<file path="config.mk">
export PLATFORM = sky130hd
export DESIGN_NAME = sdm_sample_sched
export DESIGN_NICKNAME = d
export VERILOG_FILES = /design/src/rtl/sdm_sample_sched.sv
export SDC_FILE = /design/constraint.sdc
export NUM_CORES = 1
export LEC_CHECK = 0
export ABC_CLOCK_PERIOD_IN_PS = 5560
export CELL_PAD_IN_SITES_DETAIL_PLACEMENT = 0
export CELL_PAD_IN_SITES_GLOBAL_PLACEMENT = 2
export CORE_UTILIZATION = 48
export CTS_BUF_LIST = sky130_fd_sc_hd__clkbuf_8 sky130_fd_sc_hd__clkbuf_16
export DETAILED_ROUTE_END_ITERATION = 12
export PLACE_DENSITY = 0.95
export SLEW_MARGIN = 20
export SYNTH_ARGS = -nofsm -noshare
export SYNTH_HDL_FRONTEND = slang
export SYNTH_SLANG_ARGS = --single-unit
</file>
<file path="constraint.sdc">
create_clock -name clk -period 5.56 [get_ports clk]
set_input_delay 1.112 -clock clk [delete_from_list [all_inputs] [get_ports clk]]
set_output_delay 1.112 -clock clk [all_outputs]
set_load 0.005 [all_outputs]
</file>
<file path="src/rtl/sdm_sample_sched.sv">
// sdm_sample_sched
//   Sample scheduler and buffer feeding the din bus of a first-order SDM.
//   Upstream samples arrive over a valid/ready handshake into a DEPTH-entry
//   FIFO; once PRIME_LVL samples are buffered, one sample is released to din
//   every OSR clocks. An empty FIFO at release time raises a sticky underrun.
//
//   Optional build macro SDM_SCHED_HOLD_EN:
//     defined   - an underrun tick keeps the previous din and stays in RUN
//     undefined - an underrun tick drives din to zero and returns to PRIME
//
// Ports
//   clk          system clock, rising edge
//   areset       asynchronous active-low reset
//   enable       playback enable (level); low flushes the FIFO and idles
//   s_valid      upstream sample valid
//   s_ready      scheduler can accept a sample
//   s_data       upstream sample
//   din          registered sample to the modulator
//   samp_tick    one-cycle pulse in the first cycle a new din is presented
//   underrun     sticky underrun flag
//   clr_underrun synchronous clear of underrun (a same-edge set wins)
//   fill         current FIFO occupancy
//   state        FSM state: 0 IDLE, 1 PRIME, 2 RUN

module sdm_sample_sched #(
    parameter int N         = 16,
    parameter int DEPTH     = 8,
    parameter int OSR       = 2,
    parameter int PRIME_LVL = 4
) (
    input  logic                    clk,
    input  logic                    areset,
    input  logic                    enable,
    input  logic                    s_valid,
    output logic                    s_ready,
    input  logic [N-1:0]            s_data,
    output logic [N-1:0]            din,
    output logic                    samp_tick,
    output logic                    underrun,
    input  logic                    clr_underrun,
    output logic [$clog2(DEPTH):0]  fill,
    output logic [1:0]              state
);

    localparam int AW = $clog2(DEPTH);
    localparam int FW = AW + 1;
    localparam int CW = $clog2(OSR);

    typedef enum logic [1:0] {
        IDLE  = 2'd0,
        PRIME = 2'd1,
        RUN   = 2'd2
    } state_t;

    state_t          state_q, state_d;
    logic [CW-1:0]   cnt_q, cnt_d;
    logic [AW-1:0]   wptr_q, wptr_d;
    logic [AW-1:0]   rptr_q, rptr_d;
    logic [FW-1:0]   fill_q, fill_d;
    logic [N-1:0]    din_d;
    logic            tick_d;
    logic            und_d;
    logic [N-1:0]    mem [DEPTH];

    logic            push;
    logic            pop;
    logic            tick;
    logic            empty;

    assign fill    = fill_q;
    assign state   = state_q;
    assign s_ready = (fill_q != FW'(DEPTH)) && enable;
    assign push    = s_valid && s_ready;
    assign empty   = (fill_q == '0);
    // A release edge: only in RUN, only while enabled (disable overrides it).
    assign tick    = enable && (state_q == RUN) && (cnt_q == CW'(OSR - 1));
    // Occupancy is the registered value, so a same-edge push never bypasses
    // into an empty FIFO.
    assign pop     = tick && !empty;

    always_ff @(posedge clk) begin
        if (push) begin
            mem[wptr_q] <= s_data;
        end
    end

    always_ff @(posedge clk or negedge areset) begin
        if (!areset) begin
            state_q <= IDLE;
        end else begin
            state_q <= state_d;
        end
    end

    always_comb begin
        state_d = state_q;
        cnt_d   = cnt_q;
        wptr_d  = wptr_q;
        rptr_d  = rptr_q;
        fill_d  = fill_q;
        din_d   = din;
        tick_d  = tick;
        und_d   = underrun;

        if (push) begin
            wptr_d = wptr_q + 1'b1;
        end
        if (pop) begin
            rptr_d = rptr_q + 1'b1;
        end
        case ({push, pop})
            2'b10:   fill_d = fill_q + 1'b1;
            2'b01:   fill_d = fill_q - 1'b1;
            default: fill_d = fill_q;
        endcase

        if (tick && empty) begin
            und_d = 1'b1;
        end else if (clr_underrun) begin
            und_d = 1'b0;
        end

        if (!enable) begin
            state_d = IDLE;
            cnt_d   = '0;
            wptr_d  = '0;
            rptr_d  = '0;
            fill_d  = '0;
            din_d   = '0;
        end else begin
            case (state_q)
                // The FIFO is already empty here (disable flushed it), and a
                // push completing its handshake on the IDLE->PRIME edge is kept.
                IDLE: begin
                    state_d = PRIME;
                    cnt_d   = '0;
                    din_d   = '0;
                end
                PRIME: begin
                    cnt_d = '0;
                    if (fill_q >= FW'(PRIME_LVL)) begin
                        state_d = RUN;
                    end
                end
                RUN: begin
                    if (tick) begin
                        cnt_d = '0;
                        if (!empty) begin
                            din_d = mem[rptr_q];
                        end else begin
`ifdef SDM_SCHED_HOLD_EN
                            din_d = din;
`else
                            din_d   = '0;
                            state_d = PRIME;
`endif
                        end
                    end else begin
                        cnt_d = cnt_q + 1'b1;
                    end
                end
                default: begin
                    state_d = IDLE;
                    cnt_d   = '0;
                    din_d   = '0;
                end
            endcase
        end
    end

    always_ff @(posedge clk or negedge areset) begin
        if (!areset) begin
            cnt_q     <= '0;
            wptr_q    <= '0;
            rptr_q    <= '0;
            fill_q    <= '0;
            din       <= '0;
            samp_tick <= 1'b0;
            underrun  <= 1'b0;
        end else begin
            cnt_q     <= cnt_d;
            wptr_q    <= wptr_d;
            rptr_q    <= rptr_d;
            fill_q    <= fill_d;
            din       <= din_d;
            samp_tick <= tick_d;
            underrun  <= und_d;
        end
    end

endmodule

</file>
==> reports/summary.txt <==
Register area share after synthesis - 73.1%
GRT Overall Usage - 19.8%
Mapped Area - 6320 sq um
Synth Area in XOR/XNOR - 0.831%
Pre-Repair DR Iteration Count - 4
Max IR drop VDD - 0.251 mV
Final period util - 70.3%
Largest cells by area after synthesis - edfxtp_1 61%, dfrtp_1 12%, mux4_2 11%
Global-route wire length before repair - 18800 microns
Hold wc startpoint - din[11]$_DFFE_PN0P_
CTS tree - yes
Pleak - 2.52 nW
Endpoint class of the critical path - primary output
Most common cell in the netlist - edfxtp_1
Post-synth ARST share - 19.5%
Layout cells sized above 1 - 19.9%
Cts bufs inserted - 17
# nets final - 429
Root Driver - clkbuf_16
Number of cell rows - 41
CTS Buffer Depth - 2
Clock latency on the worst-skew pair - 0.42 ns
Slew Viols, Final - 0
Primary FF master, synth - edfxtp_1
Net Switching - 0.472 mW
Wire per inst - 20.5 microns
Worst-Margin Slew - 1.10 ns
Setup TNS - 0 ns
FMAX - 256 MHz
Int Power - 2.00 mW
Crit path DAT - 2.80 ns
H-tree depth - 4
Synth warn - 0
Synth top cells by count - 128 x edfxtp_1, 32 x mux4_2, 31 x dfrtp_1
Pwr dens - 325 nW/um^2
Final ANT Viol Nets - 0
Max cap viols - 0
Die Wd - 117 microns
Via count - 3309
CP required - 4.45 ns
Vias in the first global route - 3476
Critical path peak fanout - 10
Post-CTS resize count - 0
Detailed placement HPWL - 7010 microns
Slowest CP cell - clkdlybuf4s50_1
Grt total ovfl - 0
Hold crit path type - flip-flop to flip-flop
Yosys top cell by area - edfxtp_1
Fin util - 59.6%
Synth Area in Compound Gates - 3.94%
Largest net degree at the start of global routing - 35
Post-Syn Instances - 345
FILL cells - 969
N_diodes - 0
Worst R2R Setup Slack - 2.34 ns
Post-synthesis simple-gate area fraction - 5.64%
Core area - 12700 sq um
Worst-path cell chain - clkdlybuf4s50_1, clkinv_1, nor2_1, clkdlybuf4s50_1
Status - finished, final reports clean
Die span in y - 117 microns
Reg2reg start - fill[1]$_DFFE_PN0P_
Max-slew headroom - 26.4%
Critical Path Most Common Cell - clkdlybuf4s50_1
Combinational family with the most area after synthesis - multiplexers
Sw Ratio - 19.1%
Setup Viol. Count Final - 0
Via/cell ratio - 5.62
Post-synth EDFFs - 128
Buffer count from post-CTS setup fixing - 0
Critical R2R Capture - fill[3]$_DFFE_PN0P_
Final cell count without fillers - 589
DP Cell Count - 557
Initial Utilization - 49.7%
RSZ-0062 raised after global routing - no
Critical path's largest stage delay - 0.64 ns
Seq pwr share - 53.4%
Clock Sinks - 159
Area Overhead vs Synth - 19.9%
Worst Hold Path Cells - 2
Antenna violations before repair - 0
Gpl congestion - 0.849
Reg clk slew, reported paths - 0.06 ns
Logic gate share of total power - 3.2%
Mux contribution to synthesized area - 14.3%
Die area - 13600 sq um
Final min period - 3.91 ns
Fin. Hold Viols - 0
Initial DRC Count - 245
R2R cell count - 9
# IOs - 46
Seq cells post-synth - 159
Port bufs - 45
WHS Endpoint - din[11]$_DFFE_PN0P_
Worst clock skew - 0.0160 ns
Synth Net Count - 370
Final WL - 12100 microns
Critical setup path kind - input pin to primary output
Startpoint types - input pin
Clock power share - 43.4%
Post-synth top area share - 60.8%
Final Worst Setup Slack - 1.65 ns
Place WS - 1.35 ns
Synth Area in Adders - 0.791%
Hold buffers post-CTS - 0
Distinct cell type count after synthesis - 43
Mapped Avg Cell Area - 18.3 sq um
Drt drc - 0
==> layout by cell type (no fill, tap or decap), types with 2 or more instances in the layout <==
cell type	n
nor3_2	4
nand4b_1	2
inv_1	7
nor2_1	11
nand2_1	28
clkdlybuf4s50_1	45
mux2i_1	16
xnor2_1	4
o21ai_0	20
edfxtp_1	128
nand3_1	3
clkbuf_16	17
or4_1	2
a31oi_1	4
bufinv_16	2
mux4_2	32
a21oi_1	3
buf_4	12
dfrtp_1	30
clkinv_1	3
mux2_2	2
nor3_1	3
ha_1	4
o22ai_1	2
xor2_1	2
nand2b_1	5
clkinv_2	4
==> worst max-delay path by stage <==
| stage | cells past startpoint | slack (ns) | startpoint | to |
|---|---|---|---|---|
| after floorplan | 5 | 2.11 | enable | mem[1][0]$_DFFE_PP_ |
| after CTS | 4 | 1.66 | enable | s_ready |
| after detailed placement | 11 | 1.35 | enable | fill[3]$_DFFE_PN0P_ |
| after global routing | 11 | 1.55 | enable | fill[3]$_DFFE_PN0P_ |
| after global placement | 11 | 1.44 | enable | fill[3]$_DFFE_PN0P_ |
| final | 4 | 1.65 | enable | s_ready |
==> worst max-delay path: cells and delay by family <==
family	cells	cell delay (ns)
simple gates	1	0.19
buf+inv	3	1.49
==> kinds of logic (layout without fill, tap and decap cells) <==
logic type / after synthesis / count (layout)
AOI/OAI and AO/OA: 38 / 38
xor gates and xnor gates: 6 / 6
adders and majority gates: 4 / 4
buffers and inverters: 20 / 92
DFF: 159 / 159
muxes: 50 / 50
and+or+nand+nor: 68 / 68
==> sequential cells by signal (all words and copies together), names as in the netlist <==
| signal | cells |
|---|---|
| cnt_q | 1 |
| wptr_q | 3 |
| din | 16 |
| underrun | 1 |
| rptr_q | 3 |
| mem | 128 |
| state | 2 |
| samp_tick | 1 |
| fill | 4 |
==> power by group through the flow <==
stage	logic, mW	registers [mW]	clock network [mW]
3_5_place_dp	0.0807	1.34	0
6_report	0.0798	1.32	1.07
4_1_cts	0.0812	1.32	1.09
3_3_place_gp	0.0777	1.34	0
2_1_floorplan	0.0375	1.34	0
5_1_grt	0.0878	1.32	1.14
==> layout make-up <==
type | count | area, sq um | share of cell area, %
clock buffer | 18 | 439 | 5.79
clock inverter | 14 | 115 | 1.52
inverter | 3 | 11.3 | 0.149
multi-input combinational | 166 | 1640 | 21.6
sequential | 159 | 4620 | 61.0
tap | 172 | 215 | 2.84
timing repair buffer | 57 | 541 | 7.13
==> per-layer routing <==
layer	GRT usage [%]	wire length, microns
met5	0	0
met2	32.9	6290
met4	8.78	53
met1	25.0	5010
met3	4.79	707
==> through the flow <==
| step | power, mW | area, sq um | hold slack [ns] |
|---|---|---|---|
| 3_5_place_dp | 1.42 | 7030 | 0.485 |
| 4_1_cts | 2.49 | 7580 | 0.498 |
| 2_1_floorplan | 1.37 | 6320 | 0.450 |
| 6_report | 2.47 | 7580 | 0.487 |
| 3_3_place_gp | 1.42 | 7030 | 0.474 |
| 5_1_grt | 2.55 | 7580 | 0.512 |
(Power assumes the default switching activity.)
